--- src/rtl/uart_rx_param.sv ---
// uart_rx_param -- parametrised, oversampled UART receiver.
//
// Takes the asynchronous rxd pad through a 2-flop synchroniser. It samples each
// bit at its middle, with CLKS_PER_BIT clocks per bit. The received word is
// presented through a one-entry holding register with a valid/ready handshake.
// Parity, framing and overrun errors are reported.
//
// Parameters:
//   DATA_BITS    data bits per frame (5..9), LSB first on the line
//   CLKS_PER_BIT clocks per bit period (even, >= 4)
//   PARITY       0 = none, 1 = even, 2 = odd
//   STOP_BITS    1 or 2
//
// Ports:
//   clk         in   single clock, rising edge
//   rst_n       in   asynchronous active-low reset
//   rxd         in   serial line, idle high, asynchronous to clk
//   rx_data     out  received word (held)
//   rx_valid    out  rx_data holds an unconsumed word
//   rx_ready    in   consumer accepts the word when rx_valid & rx_ready
//   parity_err  out  parity mismatch on the held word
//   frame_err   out  a stop bit sampled low on the held word
//   overrun     out  one-cycle pulse when a completed frame is dropped
//   brk         out  one-cycle break pulse (0 unless UART_RX_BREAK_EN)
//
// Optional feature macro: UART_RX_BREAK_EN
//   Defined: a frame whose data, parity and stop samples are all 0 is a break.
//   It pulses brk, is not delivered, and the FSM waits in BRKWAIT until the
//   line returns high.
//   Undefined: such a frame is delivered as data 0 with frame_err set.
//
// Handshake: a word transfers on every rising edge where rx_valid & rx_ready.
// rx_valid then drops unless a new frame completes on that same edge. In that
// case the new word replaces the consumed one and rx_valid stays high. A frame
// that completes while rx_valid=1 and rx_ready=0 is dropped and overrun pulses.
// parity_err/frame_err belong to the held word and change only when a word loads.
module uart_rx_param #(
  parameter int DATA_BITS    = 8,
  parameter int CLKS_PER_BIT = 16,
  parameter int PARITY       = 0,
  parameter int STOP_BITS    = 1
) (
  input  logic                 clk,
  input  logic                 rst_n,
  input  logic                 rxd,
  output logic [DATA_BITS-1:0] rx_data,
  output logic                 rx_valid,
  input  logic                 rx_ready,
  output logic                 parity_err,
  output logic                 frame_err,
  output logic                 overrun,
  output logic                 brk
);

  localparam int CNT_W = $clog2(CLKS_PER_BIT);
  localparam int IDX_W = $clog2(DATA_BITS + 1);

  localparam logic [CNT_W-1:0] CNT_MID       = CNT_W'(CLKS_PER_BIT / 2 - 1);
  localparam logic [CNT_W-1:0] CNT_BIT       = CNT_W'(CLKS_PER_BIT - 1);
  localparam logic [IDX_W-1:0] IDX_DATA_LAST = IDX_W'(DATA_BITS - 1);
  localparam logic [IDX_W-1:0] IDX_STOP_LAST = IDX_W'(STOP_BITS - 1);
  localparam logic             PAR_ODD       = (PARITY == 2);

  typedef enum logic [2:0] {
    S_IDLE    = 3'd0,
    S_START   = 3'd1,
    S_DATA    = 3'd2,
    S_PAR     = 3'd3,
    S_STOP    = 3'd4
`ifdef UART_RX_BREAK_EN
    , S_BRKWAIT = 3'd5
`endif
  } state_e;

  // Synchroniser: sync_q[1] is the only copy of the line the logic looks at.
  logic [1:0]           sync_q, sync_d;
  logic                 rxd_s;

  state_e               state_q, state_d;
  logic [CNT_W-1:0]     cnt_q, cnt_d;
  logic [IDX_W-1:0]     idx_q, idx_d;
  logic [DATA_BITS-1:0] shift_q, shift_d;
  logic                 acc_perr_q, acc_perr_d;   // parity result of the frame in flight
  logic                 acc_ferr_q, acc_ferr_d;   // any stop sample low so far

  logic [DATA_BITS-1:0] rx_data_q, rx_data_d;
  logic                 rx_valid_q, rx_valid_d;
  logic                 parity_err_q, parity_err_d;
  logic                 frame_err_q, frame_err_d;
  logic                 overrun_q, overrun_d;

  logic                 complete;   // last stop sample taken this cycle
  logic                 deliver;    // completed frame goes to the holding register

`ifdef UART_RX_BREAK_EN
  logic                 zero_q, zero_d;   // every sample of the frame so far was 0
  logic                 is_break;
  logic                 brk_q, brk_d;
`endif

  assign sync_d = {sync_q[0], rxd};
  assign rxd_s  = sync_q[1];

  // ---------------------------------------------------------------------------
  // State register (all flops)
  // ---------------------------------------------------------------------------
  always_ff @(posedge clk or negedge rst_n) begin
    if (!rst_n) begin
      sync_q       <= 2'b11;
      state_q      <= S_IDLE;
      cnt_q        <= '0;
      idx_q        <= '0;
      shift_q      <= '0;
      acc_perr_q   <= 1'b0;
      acc_ferr_q   <= 1'b0;
      rx_data_q    <= '0;
      rx_valid_q   <= 1'b0;
      parity_err_q <= 1'b0;
      frame_err_q  <= 1'b0;
      overrun_q    <= 1'b0;
`ifdef UART_RX_BREAK_EN
      zero_q       <= 1'b0;
      brk_q        <= 1'b0;
`endif
    end else begin
      sync_q       <= sync_d;
      state_q      <= state_d;
      cnt_q        <= cnt_d;
      idx_q        <= idx_d;
      shift_q      <= shift_d;
      acc_perr_q   <= acc_perr_d;
      acc_ferr_q   <= acc_ferr_d;
      rx_data_q    <= rx_data_d;
      rx_valid_q   <= rx_valid_d;
      parity_err_q <= parity_err_d;
      frame_err_q  <= frame_err_d;
      overrun_q    <= overrun_d;
`ifdef UART_RX_BREAK_EN
      zero_q       <= zero_d;
      brk_q        <= brk_d;
`endif
    end
  end

  // ---------------------------------------------------------------------------
  // Next-state logic: frame sequencing and the receive datapath
  // ---------------------------------------------------------------------------
  always_comb begin : next_state_comb
    state_d    = state_q;
    cnt_d      = cnt_q;
    idx_d      = idx_q;
    shift_d    = shift_q;
    acc_perr_d = acc_perr_q;
    acc_ferr_d = acc_ferr_q;
    complete   = 1'b0;
`ifdef UART_RX_BREAK_EN
    zero_d     = zero_q;
    is_break   = 1'b0;
`endif

    case (state_q)
      S_IDLE: begin
        if (!rxd_s) begin
          state_d = S_START;
          cnt_d   = '0;
        end
      end

      // Re-check the start bit half a bit later; a high line means a glitch.
      S_START: begin
        if (cnt_q == CNT_MID) begin
          cnt_d = '0;
          if (rxd_s) begin
            state_d = S_IDLE;
          end else begin
            state_d    = S_DATA;
            idx_d      = '0;
            acc_perr_d = 1'b0;
            acc_ferr_d = 1'b0;
`ifdef UART_RX_BREAK_EN
            zero_d     = 1'b1;
`endif
          end
        end else begin
          cnt_d = cnt_q + 1'b1;
        end
      end

      // From here on cnt wraps every full bit, so each sample lands mid-bit.
      S_DATA: begin
        if (cnt_q == CNT_BIT) begin
          cnt_d   = '0;
          shift_d = {rxd_s, shift_q[DATA_BITS-1:1]};
`ifdef UART_RX_BREAK_EN
          zero_d  = zero_q & ~rxd_s;
`endif
          if (idx_q == IDX_DATA_LAST) begin
            idx_d   = '0;
            state_d = (PARITY != 0) ? S_PAR : S_STOP;
          end else begin
            idx_d = idx_q + 1'b1;
          end
        end else begin
          cnt_d = cnt_q + 1'b1;
        end
      end

      S_PAR: begin
        if (cnt_q == CNT_BIT) begin
          cnt_d      = '0;
          acc_perr_d = (^shift_q) ^ rxd_s ^ PAR_ODD;
`ifdef UART_RX_BREAK_EN
          zero_d     = zero_q & ~rxd_s;
`endif
          state_d    = S_STOP;
        end else begin
          cnt_d = cnt_q + 1'b1;
        end
      end

      // idx is reused to count stop bits. The FSM leaves at mid-stop-bit, so
      // the next start edge can follow the stop bit without any idle gap.
      S_STOP: begin
        if (cnt_q == CNT_BIT) begin
          cnt_d      = '0;
          acc_ferr_d = acc_ferr_q | ~rxd_s;
`ifdef UART_RX_BREAK_EN
          zero_d     = zero_q & ~rxd_s;
`endif
          if (idx_q == IDX_STOP_LAST) begin
            idx_d    = '0;
            complete = 1'b1;
            state_d  = S_IDLE;
`ifdef UART_RX_BREAK_EN
            is_break = zero_q & ~rxd_s;
            if (is_break) state_d = S_BRKWAIT;
`endif
          end else begin
            idx_d = idx_q + 1'b1;
          end
        end else begin
          cnt_d = cnt_q + 1'b1;
        end
      end

`ifdef UART_RX_BREAK_EN
      // A held-low break line must not look like a stream of start bits.
      S_BRKWAIT: begin
        if (rxd_s) state_d = S_IDLE;
      end
`endif

      default: begin
        state_d = S_IDLE;
      end
    endcase
  end

  // ---------------------------------------------------------------------------
  // Output logic: holding register, handshake and event pulses
  // ---------------------------------------------------------------------------
  always_comb begin : output_comb
    rx_data_d    = rx_data_q;
    rx_valid_d   = rx_valid_q;
    parity_err_d = parity_err_q;
    frame_err_d  = frame_err_q;
    overrun_d    = 1'b0;
`ifdef UART_RX_BREAK_EN
    brk_d        = complete & is_break;
    deliver      = complete & ~is_break;
`else
    deliver      = complete;
`endif

    if (rx_valid_q && rx_ready) rx_valid_d = 1'b0;

    if (deliver) begin
      // A consume on the same edge frees the register for the new word.
      if (!rx_valid_q || rx_ready) begin
        rx_data_d    = shift_q;
        rx_valid_d   = 1'b1;
        parity_err_d = acc_perr_q;
        frame_err_d  = acc_ferr_d;
      end else begin
        overrun_d = 1'b1;
      end
    end
  end

  assign rx_data    = rx_data_q;
  assign rx_valid   = rx_valid_q;
  assign parity_err = parity_err_q;
  assign frame_err  = frame_err_q;
  assign overrun    = overrun_q;
`ifdef UART_RX_BREAK_EN
  assign brk        = brk_q;
`else
  assign brk        = 1'b0;
`endif

endmodule
--- config.mk ---
export PLATFORM = sky130hd
export DESIGN_NAME = uart_rx_param
export DESIGN_NICKNAME = d
export VERILOG_FILES = /design/src/rtl/uart_rx_param.sv
export SDC_FILE = /design/constraint.sdc
export NUM_CORES = 1
export LEC_CHECK = 0
export CORE_MARGIN = 2
export CORE_UTILIZATION = 50
export DETAILED_ROUTE_END_ITERATION = 6
export PLACE_DENSITY = 0.71
export SYNTH_ARGS = -nofsm -noshare
export SYNTH_HDL_FRONTEND = slang
export SYNTH_SLANG_ARGS = --single-unit
--- constraint.sdc ---
create_clock -name clk -period 2.1 [get_ports clk]
set_clock_uncertainty 0.2 [all_clocks]
set_input_delay 0.42 -clock clk [delete_from_list [all_inputs] [get_ports clk]]
set_output_delay 0.42 -clock clk [all_outputs]
set_load 0.01 [all_outputs]
# After elaboration in Yosys (flattened, before gate mapping)
# Index checks and enable logic that the tools add are counted.
# Widths: inputs -> output; s select.
# classes
reduce_logical	16
bitwise	3
n_mux	35
eq_ne	15
add_sub_neg	2
# ops
op	count
$mux 4	8
$pmux 4 s3	2
$mux 3	7
$ne 2x2->1 const B	8
$pmux 3 s5	1
$mux 1	14
$add 4x1->4 const B	2
$eq 4x3->1 const B	2
$reduce_xor 8->1	1
$reduce_and 7->1	1
$eq 3x2->1 const B	2
$reduce_and 2->1	3
$reduce_bool 3->1	2
$reduce_and 5->1	1
$eq 4x4->1 const B	1
$logic_not 4->1	1
$pmux 1 s2	2
$reduce_and 4->1	1
$eq 3x1->1 const B	1
$eq 3x3->1 const B	1
$logic_not 3->1	1
$reduce_or 3->1	1
$mux 2	1
$reduce_bool 2->1	1
other kinds (6)	6
# totals
in_bits	4
output_inout_bits	13
wordCells	83
ff_bits	35

# Logic depth before layout (Yosys ltp)
# Gate-level depths: netlist of the first run.
# depth
ltp_word	5
ltp_mapped	6
mapped_depth_nobuf	6

# Worst setup path after synthesis of the first run
# OpenSTA, ideal clock, no wires.
# synth_path
path_kind	reg2reg
start	register idx_q[0]
end	register rx_data_q[7] (netlist: rx_data[7])
arrival_ps	1576
required_ps	1772
path_stages_with_launch	6
path_buffers	0
period_less_slack_ps	1904
path_slack_ps	196
setup_time_ps	128
path_cell_list	dfrtp_1 > inv_1 > ha_1 > nor3b_1 > nand4_4 > mux2_1
# synth_between
elab_chain_cells	5
# synth_rtl
element	line	source
from (decl)	81	logic [IDX_W-1:0] idx_q, idx_d;
from (signal assigned)	129	idx_q <= idx_d;
$logic_not 4->1	230	if (idx_q == IDX_STOP_LAST) begin
$mux 1	230	
$mux 1	224	if (cnt_q == CNT_BIT) begin
$mux 1	161	case (state_q)
$reduce_and 2->1 (no line)	-	
to (signal assigned)	133	rx_data_q <= rx_data_d;
to (decl)	86	logic [DATA_BITS-1:0] rx_data_q, rx_data_d;
# Every way passes these cells.
# A chain may end at the register's enable or synchronous reset.

# Worst setup path in the final report of the first run
# layout_path
start	register sync_q[1]
end	register cnt_q[3]
# layout_between
elab_chain_cells	2
# layout_rtl
element	line	source
from (decl)	76	logic [1:0] sync_q, sync_d;
from (signal assigned)	126	sync_q <= sync_d;
$ne 2x2->1 (no line)	-	
$reduce_and 2->1 (no line)	-	
to (signal assigned)	128	cnt_q <= cnt_d;
to (decl)	80	logic [CNT_W-1:0] cnt_q, cnt_d;
# Every way passes these cells.

==> impl_metrics.json, run 1 <==
{
  "start_kind": "flip-flop",
  "clock_path_buffers": 2,
  "critical_path_class": "flip-flop to flip-flop",
  "htreeDepth": 2,
  "grt_max_degree": 36,
  "synth_top_family_by_area": "simple AND/OR/NAND/NOR gates",
  "ys.warnings.count": 0,
  "cp_data_required_time_ns": 2.12,
  "cp-end-kind": "flip-flop",
  "synth_xor_area_share_pct": 4.205,
  "synth-simple-area-share_pct": 15.84,
  "track_usage_pct": 18.51,
  "dr.first_iter.drc_count": 44,
  "setup_violations": 0,
  "grt_pass1_vias": 1217,
  "finalMaxSlewViolations": 0,
  "grt_pass1_wl_um": 5706,
  "drtAntennaViolNets": 0,
  "drc_errors": 0,
  "finalCritPeriodShare_pct": 94.44,
  "busiest_layer": "met2",
  "rsz0062_at_grt": "no",
  "io_pins": 17,
  "die_w_um": 63.76,
  "synthArstFlopShare_pct": 100.0,
  "port_buffers": 15,
  "gr-total-overflow": 0,
  "nFillCells": 267,
  "start_util_pct": 52.68,
  "dieHeight_um": 63.76,
  "synth_fa_ha_area_share_pct": 2.102,
  "antenna_found_initial": 0,
  "use_met2_pct": 29.21,
  "avgSynthCellArea_um2": 12.15,
  "cts-root-buf": "clkbuf_4",
  "ys_ff_latch": 35,
  "synthMuxAreaShare_pct": 13.74,
  "fin_nets": 176,
  "dr.pass1.iters": 4,
  "dp_worst_setup_slack_ns": 0.05210,
  "clock_sinks": 35,
  "setup_slack_ns": 0.1168,
  "vias": 1196,
  "crit_arrival_ns": 2.01,
  "cp_max_fo": 8,
  "routabilityCongestion": 0.7878,
  "yosys_most_used_dff": "dfrtp_1",
  "hpwl_um": 2209,
  "synth.distinct_cells": 52,
  "via_per_inst": 5.537,
  "netlist_area_mm2": 0.001785,
  "wl_per_cell_um": 14.80,
  "syn_to_final_growth_pct": 15.56,
  "whs_path_depth": 0,
  "dieArea_mm2": 0.004065,
  "hold_viol_final": 0,
  "p_per_area_mw_per_mm2": 808.6,
  "num_rows": 21,
  "p_leak_nw": 0.9258,
  "cts_tree": "yes",
  "synth_compound_area_share_pct": 10.86,
  "antenna_cells": 0,
  "hp-class": "flip-flop to flip-flop",
  "final_cell_mix": "dfrtp_1 (32), mux2_2 (18), clkdlybuf4s50_1 (15)",
  "cts_hold_buffers": 0,
  "multi_input_area_um2": 843.3,
  "ys_seq_area_share_pct": 49.19,
  "clock_latency_ns": 0.34,
  "tns_ns": 0,
  "synth_fp_nets": 154,
  "clock.fmax_mhz": 504.2,
  "peakVddDrop_v": 0.0004687,
  "design.core.area_mm2": 0.003390,
  "outcome": "complete, no violations",
  "synth_edf_count": 0,
  "synthCells": 147,
  "maxCapViolations": 0,
  "ff2ff_path_depth": 4,
  "drive_above_1_share_pct": 26.47,
  "use_met1_pct": 23.34,
  "use_met3_pct": 5.458,
  "finalCriticalPeriod_ns": 1.983,
  "final_common_cell": "dfrtp_1",
  "seq_area_um2": 879.6,
  "clk_pin_slew_ns": 0.10,
  "cts_buffers": 5,
  "wl_um": 3196
}
## report_power, final
part	total [W]	internal (W)	switching, W	leakage [nW]
logic	0.000470	0.000228	0.000243	0.426
clock network	0.000357	0.000129	0.000228	0.0282
registers	0.000841	0.000737	0.000104	0.472
## worst max-delay path, stage by stage, from the launching register on
cell and delay [ns]:
dfstp_2 0.66, or4b_1 0.44, o21ai_1 0.17, a2111oi_0 0.12, a221o_1 0.28
## registers in the layout, summed over array words and instances, names as in the netlist, 2 cells and up
register and cells:
shift_q 8, idx_q 4, rx_data 8, state_q 3, sync_q 2, cnt_q 4
## layout make-up
type	instances	share of cell area [%]
Clock inverter	2	0.6064
Clock buffer	6	2.001
Inverter	5	0.9096
Tap cell	46	2.790
Multi-Input combinational cell	99	40.87
Timing Repair Buffer	23	10.19
Sequential cell	35	42.63
## cells in the mapped netlist (all sizes together), types with 3 or more instances
master,number,area [µm²]
o21ai,6,30.03
nand3,3,15.01
xnor2,4,35.03
ha,3,37.54
or4b,3,33.78
nor2,5,18.77
dfrtp,33,825.8
nor3,3,37.53
mux2,20,225.2
nand2b,3,21.27
buf,7,46.29
nand2,9,33.78
inv,5,18.77
## metrics by stage
stage	hold WS (ns)	utilization [%]	cells	instance area (µm²)	total power [W]
floorplan	-0.07559	-	147	1785	0.001210
global placement	0.1454	58.88	207	1996	0.001302
detailed placement	0.1468	58.88	207	1996	0.001319
CTS	0.1741	60.47	215	2049	0.001678
global route	0.1828	60.87	216	2063	0.001789
finish	0.1671	60.87	216	2063	0.001668
## what timing repair did
item | 4_1_cts | 5_1_grt
hold endpoints to repair | 0 | 0
setup endpoints to repair | 0 | 12
setup buffers | 0 | 1
resized for setup | 0 | 2
## path summary, 6_finish.rpt
kind / startpoint / end / slack, ns
max: sync_q[1]$_DFF_PN1_ / cnt_q[3]$_DFFE_PN0P_ / 0.12
min: sync_q[0]$_DFF_PN1_ / sync_q[1]$_DFF_PN1_ / 0.17
max reg2reg: sync_q[1]$_DFF_PN1_ / cnt_q[3]$_DFFE_PN0P_ / 0.12
min reg2reg: sync_q[0]$_DFF_PN1_ / sync_q[1]$_DFF_PN1_ / 0.17
max in group asynchronous: rst_n / sync_q[1]$_DFF_PN1_ / 1.08
min in group asynchronous: rst_n / cnt_q[2]$_DFFE_PN0P_ / 0.27
## logic make-up (layout without fill, tap and decap cells)
family          count (synthesis)  in the layout
mux                            22             22
fa+ha+maj                       3              3
other cells                     1              1
compound gates                 26             26
flops                          35             35
buf+inv                        13             36
xor+xnor                        7              7
simple gates                   40             40
## per-layer routing
| layer | vias to the layer above | part of all wire (%) |
|---|---|---|
| met5 | - | 0 |
| met4 | 0 | 2.7 |
| met3 | 6 | 2.9 |
| met2 | 18 | 47 |
| met1 | 594 | 47 |
| li1 | 578 | - |
Power figures use the tool's default switching activity.
==> run 2, diff against run 1 <==
--- a/config.mk
+++ b/config.mk
@@ -5,8 +5,9 @@
 export SDC_FILE = /design/constraint.sdc
 export NUM_CORES = 1
 export LEC_CHECK = 0
-export CORE_MARGIN = 2
+export CORE_MARGIN = 5
 export CORE_UTILIZATION = 50
+export CTS_BUF_LIST = sky130_fd_sc_hd__clkbuf_16
 export DETAILED_ROUTE_END_ITERATION = 6
 export PLACE_DENSITY = 0.71
 export SYNTH_ARGS = -nofsm -noshare
==> run 2 against run 1 <==
Net effect: cell count fell by 0.93%; sequential share of layout area fell by 1.5 points; first-iteration DRC count rose by 130%; critical path depth rose by 3; clock-buffer cell count fell by 1; critical endpoint is now idx_q[2]$_DFFE_PN0P_.
==> impl_metrics.json, run 2 (same netlist as run 1, synthesis figures left out) <==
{
  "tns_ns": 0,
  "htreeDepth": 2,
  "final_area_mm2": 0.002135,
  "io_pins": 17,
  "cts_tree": "yes",
  "multi_input_area_um2": 843.3,
  "final_common_cell": "dfrtp_1",
  "wl_per_cell_um": 15.79,
  "routabilityCongestion": 0.8773,
  "die_w_um": 69.76,
  "port_buffers": 15,
  "antenna_found_initial": 0,
  "rsz0062_at_grt": "no",
  "cts_buffers": 5,
  "antenna_cells": 0,
  "clock_sinks": 35,
  "cp_data_required_time_ns": 2.10,
  "grt_pass1_wl_um": 5865,
  "drc_errors": 0,
  "setup_violations": 0,
  "num_rows": 21,
  "seq_area_um2": 878.3,
  "clk_pin_slew_ns": 0.05,
  "design.core.area_mm2": 0.003390,
  "cp_max_fo": 3,
  "track_usage_pct": 15.30,
  "drtAntennaViolNets": 0,
  "setup_slack_ns": 0.09240,
  "placed_area_mm2": 0.001988,
  "syn_to_final_growth_pct": 19.55,
  "p_leak_nw": 0.9590,
  "finalCritPeriodShare_pct": 95.60,
  "hpwl_um": 2353,
  "grt_max_degree": 36,
  "crit_arrival_ns": 2.01,
  "finalNonFillerCells": 214,
  "p_per_area_mw_per_mm2": 939.9,
  "drive_above_1_share_pct": 25.00,
  "dp_worst_setup_slack_ns": 0.07538,
  "dieArea_mm2": 0.004866,
  "dieHeight_um": 69.76,
  "fin_nets": 175,
  "finalMaxSlewViolations": 0,
  "hp-class": "flip-flop to flip-flop",
  "wl_um": 3380,
  "critical_path_class": "flip-flop to flip-flop",
  "clock_latency_ns": 0.27,
  "clock_path_buffers": 2,
  "cts-root-buf": "clkbuf_16",
  "start_kind": "flip-flop",
  "dr.first_iter.drc_count": 101,
  "start_util_pct": 52.68,
  "vias": 1194,
  "via_per_inst": 5.579,
  "maxCapViolations": 0,
  "post-place-cells": 206,
  "outcome": "complete, no violations",
  "clock.fmax_mhz": 498.1,
  "nFillCells": 268,
  "peakVddDrop_v": 0.0006571,
  "gr-total-overflow": 0,
  "hold_viol_final": 0,
  "dr.pass1.iters": 4,
  "grt_pass1_vias": 1213,
  "cp-end-kind": "flip-flop",
  "final_cell_mix": "dfrtp_1 (33), mux2_2 (18), clkdlybuf4s50_1 (15)",
  "finalCriticalPeriod_ns": 2.008
}
run 2: what timing repair did:
action,CTS,global route
gates resized for setup,0,1
hold buffers,0,0
setup endpoints to repair,0,11
buffers inserted,0,1
run 2: per-stage QoR:
| stage | hold WS [ns] | total power, W | utilization, % |
|---|---|---|---|
| floorplan | -0.07559 | 0.001210 | - |
| global placement | 0.1465 | 0.001298 | 58.66 |
| detailed placement | 0.1473 | 0.001332 | 58.66 |
| CTS | 0.1543 | 0.002017 | 62.61 |
| global route | 0.1625 | 0.002111 | 62.98 |
| finish | 0.1528 | 0.002006 | 62.98 |
run 2: layout make-up:
| type | count | share of cell area [%] |
|---|---|---|
| well taps | 46 | 2.696 |
| clock buffers | 5 | 5.862 |
| flip-flops and latches | 35 | 41.15 |
| clock inverters | 2 | 0.4103 |
| multi-input cells | 99 | 39.51 |
| inverters | 5 | 0.8792 |
| repair buffers | 22 | 9.496 |
run 2: worst max-delay path: stages, from the launching register on:
cell	delay, ns
dfrtp_1	0.37
inv_1	0.07
ha_1	0.19
nor3b_2	0.18
buf_4	0.15
o21a_1	0.17
or4b_1	0.46
o2bb2ai_1	0.15
run 2: routing by layer:
layer,routed length [µm],global-route usage [%]
met5,0,0
met3,127,4.493
met1,1495,19.74
met2,1696,23.62
met4,60,7.021
run 2: worst paths after layout:
| path | depth (start not counted) | slack [ns] | start | endpoint |
|---|---|---|---|---|
| min in group asynchronous | 2 | 0.36 | rst_n | state_q[2]$_DFFE_PN0P_ |
| min reg2reg | 0 | 0.15 | sync_q[0]$_DFF_PN1_ | sync_q[1]$_DFF_PN1_ |
| min | 0 | 0.15 | sync_q[0]$_DFF_PN1_ | sync_q[1]$_DFF_PN1_ |
| max reg2reg | 7 | 0.09 | idx_q[1]$_DFFE_PN0P_ | idx_q[2]$_DFFE_PN0P_ |
| max in group asynchronous | 2 | 1.01 | rst_n | sync_q[1]$_DFF_PN1_ |
| max | 7 | 0.09 | idx_q[1]$_DFFE_PN0P_ | idx_q[2]$_DFFE_PN0P_ |
run 2: power by group:
group	total, W	leakage [nW]	switching [W]	internal [W]
registers	0.000849	0.473	0.000112	0.000737
logic	0.000484	0.419	0.000256	0.000228
clock network	0.000672	0.0671	0.000247	0.000425
==> run 3, diff against run 2 <==
--- a/config.mk
+++ b/config.mk
@@ -8,6 +8,7 @@
 export CORE_MARGIN = 5
 export CORE_UTILIZATION = 50
 export CTS_BUF_LIST = sky130_fd_sc_hd__clkbuf_16
+export CTS_CLUSTER_DIAMETER = 120
 export DETAILED_ROUTE_END_ITERATION = 6
 export PLACE_DENSITY = 0.71
 export SYNTH_ARGS = -nofsm -noshare
==> results of run 3 <==
Same layout as run 2: the final DEF is identical, and so are final timing and power.
